[config.mk]
export PLATFORM = sky130hd
export DESIGN_NAME = div_iter_unit_flat
export DESIGN_NICKNAME = d
export VERILOG_FILES = /design/src/rtl/div_iter_unit_if.sv /design/src/rtl/div_iter_unit.sv /design/src/flat_wrapper.sv
export SDC_FILE = /design/constraint.sdc
export NUM_CORES = 1
export LEC_CHECK = 0
export BUFFER_PORTS_ARGS = -buffer_cell sky130_fd_sc_hd__buf_2
export CAP_MARGIN = 20
export CORE_MARGIN = 5
export CORE_UTILIZATION = 44
export DETAILED_ROUTE_END_ITERATION = 12
export MAX_ROUTING_LAYER = met4
export PLACE_DENSITY = 0.63
export SLEW_MARGIN = 20
export SYNTH_ARGS = -nofsm -noshare
export SYNTH_HDL_FRONTEND = slang
export SYNTH_SLANG_ARGS = --single-unit
[constraint.sdc]
create_clock -name clk_i -period 3.9 [get_ports clk_i]
set_clock_uncertainty 0.2 [all_clocks]
set_input_delay 0.39 -clock clk_i [delete_from_list [all_inputs] [get_ports clk_i]]
set_output_delay 0.39 -clock clk_i [all_outputs]
set_load 0.03 [all_outputs]
[src/rtl/div_iter_unit_if.sv]
// Request/response bundle between the EX stage (master) and the iterative divider (slave).
interface div_iter_unit_if #(
    parameter int unsigned XLEN = 32
);
    logic            req_i;
    logic [XLEN-1:0] a_i;
    logic [XLEN-1:0] b_i;
    logic            is_q_i;
    logic            ready_o;
    logic [XLEN-1:0] result_o;

    modport master (
        output req_i, a_i, b_i, is_q_i,
        input  ready_o, result_o
    );

    modport slave (
        input  req_i, a_i, b_i, is_q_i,
        output ready_o, result_o
    );
endinterface

[src/rtl/div_iter_unit.sv]
// Iterative unsigned radix-2 restoring divider returning quotient or remainder.
// Optional DIV_RESULT_CACHE_EN reuses the last completed result for repeated operands.
module div_iter_unit #(
    parameter int unsigned XLEN = 32
) (
    input  logic           clk_i,
    input  logic           rst_i,
    div_iter_unit_if.slave bus
);
    localparam int unsigned CntW = $clog2(XLEN);

    typedef enum logic [1:0] {StIdle, StBusy, StDone} state_e;

    state_e          state_q, state_d;
    // Dividend shifts out of the MSB while quotient bits shift into the LSB.
    logic [XLEN-1:0] dq_q, dq_d;
    logic [XLEN-1:0] div_q, div_d;
    logic [XLEN-1:0] rem_q, rem_d;
    logic [CntW-1:0] cnt_q, cnt_d;
    logic            isq_q, isq_d;
    logic [XLEN-1:0] result_q, result_d;

`ifdef DIV_RESULT_CACHE_EN
    logic [XLEN-1:0] ca_a_q, ca_a_d;
    logic [XLEN-1:0] ca_quo_q, ca_quo_d;
    logic [XLEN-1:0] ca_rem_q, ca_rem_d;
    logic            ca_valid_q, ca_valid_d;
    logic            ca_hit;
`endif

    logic [XLEN:0]   rem_shift;
    logic [XLEN:0]   rem_sub;
    logic            take;
    logic [XLEN-1:0] rem_next;
    logic [XLEN-1:0] quo_next;

    always_comb begin
        rem_shift = {rem_q, dq_q[XLEN-1]};
        rem_sub   = rem_shift - {1'b0, div_q};
        take      = (rem_shift >= {1'b0, div_q});
        rem_next  = take ? rem_sub[XLEN-1:0] : rem_shift[XLEN-1:0];
        quo_next  = {dq_q[XLEN-2:0], take};
    end

`ifdef DIV_RESULT_CACHE_EN
    // div_q still holds the divisor of the last accepted operation.
    assign ca_hit = ca_valid_q && (bus.a_i == ca_a_q) && (bus.b_i == div_q);
`endif

    always_comb begin
        state_d     = state_q;
        dq_d        = dq_q;
        div_d       = div_q;
        rem_d       = rem_q;
        cnt_d       = cnt_q;
        isq_d       = isq_q;
        result_d    = result_q;
        bus.ready_o = 1'b0;
`ifdef DIV_RESULT_CACHE_EN
        ca_a_d      = ca_a_q;
        ca_quo_d    = ca_quo_q;
        ca_rem_d    = ca_rem_q;
        ca_valid_d  = ca_valid_q;
`endif
        unique case (state_q)
            StIdle: begin
                if (bus.req_i) begin
`ifdef DIV_RESULT_CACHE_EN
                    if (ca_hit) begin
                        state_d  = StDone;
                        result_d = bus.is_q_i ? ca_quo_q : ca_rem_q;
                    end else begin
                        state_d    = StBusy;
                        dq_d       = bus.a_i;
                        div_d      = bus.b_i;
                        isq_d      = bus.is_q_i;
                        rem_d      = '0;
                        cnt_d      = '0;
                        ca_a_d     = bus.a_i;
                        ca_valid_d = 1'b0;
                    end
`else
                    state_d = StBusy;
                    dq_d    = bus.a_i;
                    div_d   = bus.b_i;
                    isq_d   = bus.is_q_i;
                    rem_d   = '0;
                    cnt_d   = '0;
`endif
                end
            end
            StBusy: begin
                if (!bus.req_i) begin
                    // EX flush: drop the operation without a ready pulse.
                    state_d = StIdle;
`ifdef DIV_RESULT_CACHE_EN
                    ca_valid_d = 1'b0;
`endif
                end else begin
                    dq_d  = quo_next;
                    rem_d = rem_next;
                    cnt_d = cnt_q + CntW'(1);
                    if (cnt_q == CntW'(XLEN - 1)) begin
                        state_d  = StDone;
                        result_d = isq_q ? quo_next : rem_next;
`ifdef DIV_RESULT_CACHE_EN
                        ca_quo_d   = quo_next;
                        ca_rem_d   = rem_next;
                        ca_valid_d = 1'b1;
`endif
                    end
                end
            end
            StDone: begin
                bus.ready_o = 1'b1;
                state_d     = StIdle;
            end
            default: state_d = StIdle;
        endcase
    end

    assign bus.result_o = result_q;

    always_ff @(posedge clk_i or negedge rst_i) begin
        if (!rst_i) begin
            state_q    <= StIdle;
            dq_q       <= '0;
            div_q      <= '0;
            rem_q      <= '0;
            cnt_q      <= '0;
            isq_q      <= 1'b0;
            result_q   <= '0;
`ifdef DIV_RESULT_CACHE_EN
            ca_a_q     <= '0;
            ca_quo_q   <= '0;
            ca_rem_q   <= '0;
            ca_valid_q <= 1'b0;
`endif
        end else begin
            state_q    <= state_d;
            dq_q       <= dq_d;
            div_q      <= div_d;
            rem_q      <= rem_d;
            cnt_q      <= cnt_d;
            isq_q      <= isq_d;
            result_q   <= result_d;
`ifdef DIV_RESULT_CACHE_EN
            ca_a_q     <= ca_a_d;
            ca_quo_q   <= ca_quo_d;
            ca_rem_q   <= ca_rem_d;
            ca_valid_q <= ca_valid_d;
`endif
        end
    end
endmodule

[src/flat_wrapper.sv]
// flat-port wrapper written by rule: the top's interface ports become plain ports
module div_iter_unit_flat 
#(
    parameter int unsigned XLEN = 32
)
  (clk_i, rst_i, bus_req_i, bus_a_i, bus_b_i, bus_is_q_i, bus_ready_o, bus_result_o);
  div_iter_unit_if #(.XLEN(XLEN)) bus_i ();
  input  logic clk_i;
  input  logic rst_i;
  input wire logic [$bits(bus_i.req_i)-1:0] bus_req_i;
  input wire logic [$bits(bus_i.a_i)-1:0] bus_a_i;
  input wire logic [$bits(bus_i.b_i)-1:0] bus_b_i;
  input wire logic [$bits(bus_i.is_q_i)-1:0] bus_is_q_i;
  output wire logic [$bits(bus_i.ready_o)-1:0] bus_ready_o;
  output wire logic [$bits(bus_i.result_o)-1:0] bus_result_o;
  assign bus_i.req_i = bus_req_i;
  assign bus_i.a_i = bus_a_i;
  assign bus_i.b_i = bus_b_i;
  assign bus_i.is_q_i = bus_is_q_i;
  assign bus_ready_o = bus_i.ready_o;
  assign bus_result_o = bus_i.result_o;
  div_iter_unit #(.XLEN(XLEN)) u_core (.clk_i(clk_i), .rst_i(rst_i), .bus(bus_i));
endmodule
== Yosys cells after proc, flatten, opt, wreduce, memory -nomap -nowiden ==
Index checks and enable logic that the tools add are counted.
Storage, ports and cells
  input bits: 68
  register bits after elaboration: 136
  logic and storage cells: 38
  output and inout port bits: 33
Operators by class
  $add $sub $neg: 2
  order comparisons: 1
  mux-type cells: 16
  reduce and logical (&&, ||, !) cells: 6
  eq/ne operators: 6
Operators by type and width (count)
  32-bit two-way mux: 6
  32-bit one-hot mux with 2 select lines: 2
  33-bit by 32-bit >= comparator with 1-bit output: 1
  32-bit subtractor: 1
  5-bit two-way mux: 2
  5-bit one-hot mux with 2 select lines: 1
  2-bit two-way mux: 3
  3-bit AND reduction: 2
  5-bit by 1-bit adder with 5-bit output, second input constant: 1
  5-bit equality test, second input constant: 1
  2-bit != test, second input constant: 2
  2-bit one-hot mux with 2 select lines: 1
  2-bit AND reduction: 2
  3-bit by 2-bit != test with 1-bit output, second input constant: 1
  2-bit by 1-bit equality test with 1-bit output, second input constant: 1
  2-bit equality test, second input constant: 1
  2-bit zero test: 1
  2-bit nonzero test: 1
  1-bit two-way mux: 1

== Logic depth before layout (Yosys ltp) ==
  depth in word-level cells: 4
  gate-level depth with buffers: 14
  mapped depth without buffers: 12

== Worst setup path before layout ==
OpenSTA, ideal clock, no wires.
  path kind: flip-flop to flip-flop
  from: register u_core.rem_q[11]
  to: register u_core.result_q[18], in the netlist u_core.bus.result_o[18]
  period minus slack after synthesis: 3.005 ns
  slack: 0.895 ns
  arrival: 2.679 ns
  library setup time: 0.126 ns
  path buffers: 2
  stages on the path, launching flop included: 12
  data required time: 3.574 ns
  cells stage by stage: dfrtp_1 > ha_1 > buf_6 > a211oi_2 > o21bai_2 > a31o_1 > a32o_1 > o31ai_2 > buf_4 > nand2_4 > mux2_4 > a221o_1
On the way
  cells in the longest elaborated chain, start to end: 3
  elaborated cells between the ends (all ways): 4
  those cells by class: add/sub: 1; order compare: 1; mux: 2
Ends and longest elaborated chain
  start: declaration: RTL line div_iter_unit.sv:18  | logic [XLEN-1:0] rem_q, rem_d;
  start signal: assignment: RTL line div_iter_unit.sv:143  | rem_q <= rem_d;
  32-bit subtractor or 33-bit by 32-bit >= comparator with 1-bit output (tied branches): RTL line div_iter_unit.sv:39, div_iter_unit.sv:40
  32-bit two-way mux *: RTL line div_iter_unit.sv:41  | rem_next = take ? rem_sub[XLEN-1:0] : rem_shift[XLEN-1:0];
  32-bit two-way mux *: RTL line div_iter_unit.sv:105  | result_d = isq_q ? quo_next : rem_next;
  end signal: assignment: RTL line div_iter_unit.sv:146  | result_q <= result_d;
  end: declaration: RTL line div_iter_unit.sv:21  | logic [XLEN-1:0] result_q, result_d;
Every way passes the cells marked *; elsewhere a longest branch is shown, timed or not.
A chain may end at the register's enable or synchronous reset.

== Worst setup path after layout ==
Same ends and word-level chain as after synthesis.

==> results.yml <==
min_path:
  min_to: "u_core.div_q[27]"
  whs_path_depth: 3
  min_from: "bus_b_i[27]"
  holdCritPathClass: "primary input to flip-flop"
place:
  placed_area_sq_um: 8630
  dp_hpwl_microns: 15900
  io_buffers: 100
  place_congestion: 0.930
sta:
  tightest_slew_ns: 0.948
  drv_slew: 0
  finalHoldViolations: 0
  rsz0062_at_grt: "false"
  layout_min_cycle_time_ns: 3.57
  period_share_pct: 91.5
  setup_violations: 0
  clock.fmax_mhz: 280
  setup_tns_ns: 0
  max_slew_margin_pct: 36.6
cells_and_area:
  multi_input_area_sq_um: 4140
  post-route-util_pct: 53.1
  nNetsFinal: 1118
  fin_area_sq_um: 9510
  ff_latch_area_sq_um: 3400
  area_growth_pct: 19.4
  nFillCells: 1658
  antennaDiodeCount: 0
  drive_above_1_share_pct: 15.5
worst_setup_path:
  r2r-start: "u_core.rem_q[11]"
  path_class: "flip-flop to flip-flop"
  cp_max_fo: 22
  cp_data_arrival_time_ns: 3.68
  r2r.worst_path.cells: 9
  worstPathRequired_ns: 4.01
  reg2reg_to: "u_core.bus.result_o[18]"
  r2r_slack_ns: 0.33
  end_kind: "flip-flop"
  startpoint_type: "flip-flop"
  cp-startpoint: "u_core.rem_q[11]"
logic_synthesis:
  syn-num-nets: 1013
  synth_cell_types: 61
  post-synth-top-area-fraction_pct: 42.7
  synth_area_sq_um: 7970
  yosys.area.top_type: "dfrtp_1"
  netlist_instances: 910
  ys_warn_count: 0
  synth-main-ff-cell: "dfrtp_1"
  ys_seq_area_share_pct: 42.7
  synthTopCellsByArea: "dfrtp_1 43%, o21ai_0 8.7%, mux2i_1 6.2%, nand2_1 6.1%, ha_1 5.3%"
  syn_area_per_cell_sq_um: 8.75
  ys_ff_latch: 136
  synthArstFlopShare_pct: 100
  synth_edf_count: 0
grt:
  grt_max_degree: 96
  grt_pass1_wl_microns: 35600
  track_usage_pct: 22.4
  antenna_found_initial: 0
  gr-total-overflow: 0
  grt_pass1_vias: 6692
floorplanning:
  start_util_pct: 44.5
  ioPinCount: 101
  rows: 49
  core_area_sq_um: 17900
  die_x_microns: 145
  die_area_sq_um: 20900
  floorplan.die.height_microns: 145
cts:
  cts_buffers: 17
  cts_tree: "built"
  cts_resized: 0
  cts-root-buf: "clkbuf_16"
  clk_pin_slew_ns: 0.06
  h-tree-depth: 4
  cts_sinks: 136
  cts_setup_buffers: 0
  clock_latency_ns: 0.43
  clock_path_buffers: 2
route:
  firstDrtPassIters: 5
  top_layer: "met4"
  initialDrtViolationCount: 615
  viasPerCell: 5.57
  met1_length_microns: 11100
  dr_total_vias: 7005
  drc: 0
  routed_wl_microns: 22100
  ant_nets: 0
  wl_met3_microns: 1280
  wl_per_cell_microns: 17.5
  wl_met2_microns: 9390
power:
  power_density_nw_per_um2: 668
  p_leak_nw: 4.65
  ir_worst_vdd_uv: 428
job:
  maxCapViolations: 0
status:
  run_status: "completed"
sequential cells by signal, indices dropped and copies added (netlist names):
name / cells
u_core.bus.result_o: 32
u_core.isq_q: 1
u_core.div_q: 32
u_core.cnt_q: 5
u_core.dq_q: 32
u_core.rem_q: 32
u_core.state_q: 2
placed cells by master (no fill, tap or decap), types with 22 or more instances in the layout:
| cell type | synthesis | routed |
|---|---|---|
| o21ai_0 | 138 | 138 |
| dfrtp_1 | 136 | 135 |
| nand2_1 | 129 | 129 |
| buf_2 | 12 | 99 |
| a21oi_1 | 82 | 82 |
| mux2i_1 | 49 | 49 |
| inv_1 | 43 | 43 |
| ha_1 | 34 | 34 |
| dlygate4sd3_1 | 0 | 32 |
| nor2_1 | 31 | 30 |
| and3_1 | 28 | 28 |
| nand3_1 | 22 | 22 |
timing repair:
item	in CTS	in global routing
hold endpoints to repair	124	0
hold buffers	32	0
setup endpoints to repair	0	0
per-stage QoR:
stage                     power [mW]  hold WS (ns)  cells  setup slack (ns)
after detailed placement        4.74         0.269   1193             0.362
after global placement          4.74         0.260   1193             0.413
final                           6.36        0.0149   1257             0.332
after floorplan                 3.95        -0.106    910             0.895
after CTS                       6.33       0.00580   1257             0.343
after global routing            6.76        0.0129   1257             0.146
critical path, cell delays in order, from the launching register on:
cell	delay (ns)
dfrtp_1	0.41
ha_1	0.42
a211oi_2	0.27
o21bai_2	0.13
a31o_1	0.25
a32o_1	0.24
o31ai_2	0.48
nand2_4	0.34
mux2_4	0.40
a221o_1	0.32
cell type report:
| cell class | instances | area share [%] |
|---|---|---|
| Clock inverter | 10 | 1.01 |
| Clock buffer | 22 | 4.88 |
| Timing Repair Buffer | 149 | 10.0 |
| Sequential cell | 136 | 35.8 |
| Inverter | 43 | 1.70 |
| Multi-Input combinational cell | 668 | 43.6 |
| Tap cell | 229 | 3.01 |
logic make-up after synthesis:
group | synth area share (%)
AOI/OAI and AO/OA | 22.8
xor gates and xnor gates | 2.53
adders and majority gates | 5.59
buffers and inverters | 5.44
DFF | 42.7
muxes | 6.49
and+or+nand+nor | 14.4
routing by layer:
metal,up-vias,track usage [%]
met5,-,-
met4,0,5.74
met3,28,3.84
met2,229,31.6
met1,3307,33.4
li1,3441,-
worst max path at each step:
| stage | end | slack [ns] | cells after the start |
|---|---|---|---|
| 4_1_cts | u_core.bus.result_o[18] | 0.34 | 9 |
| 3_3_place_gp | u_core.bus.result_o[18] | 0.41 | 9 |
| 6_report | u_core.bus.result_o[18] | 0.33 | 9 |
| 2_1_floorplan | u_core.bus.result_o[18] | 0.89 | 11 |
| 5_1_grt | u_core.bus.result_o[18] | 0.15 | 9 |
| 3_5_place_dp | u_core.bus.result_o[18] | 0.36 | 9 |
synthesized netlist by cell type, types with 3 or more instances:
| library cell | number |
|---|---|
| o31ai_1 | 11 |
| dfrtp_1 | 136 |
| nor3_1 | 15 |
| nand2b_1 | 6 |
| ha_1 | 34 |
| o21a_1 | 4 |
| a21o_1 | 13 |
| o21ai_0 | 138 |
| and3_1 | 28 |
| xor2_1 | 6 |
| buf_2 | 12 |
| buf_4 | 3 |
| o21bai_1 | 3 |
| o211ai_1 | 6 |
| xnor2_1 | 17 |
| o311ai_0 | 4 |
| buf_1 | 7 |
| a22o_1 | 5 |
| mux2i_1 | 49 |
| nand4_1 | 8 |
| a21oi_1 | 82 |
| a211oi_1 | 13 |
| clkbuf_1 | 39 |
| nand2_1 | 129 |
| inv_1 | 43 |
| a31oi_1 | 5 |
| nand3_1 | 22 |
| nor2_1 | 31 |
report_power, final:
group	switching (mW)	internal (mW)
Combinational	1.83	1.14
Clock	0.632	0.913
Sequential	0.209	1.63
No activity file was read; power rests on OpenSTA's default activity.
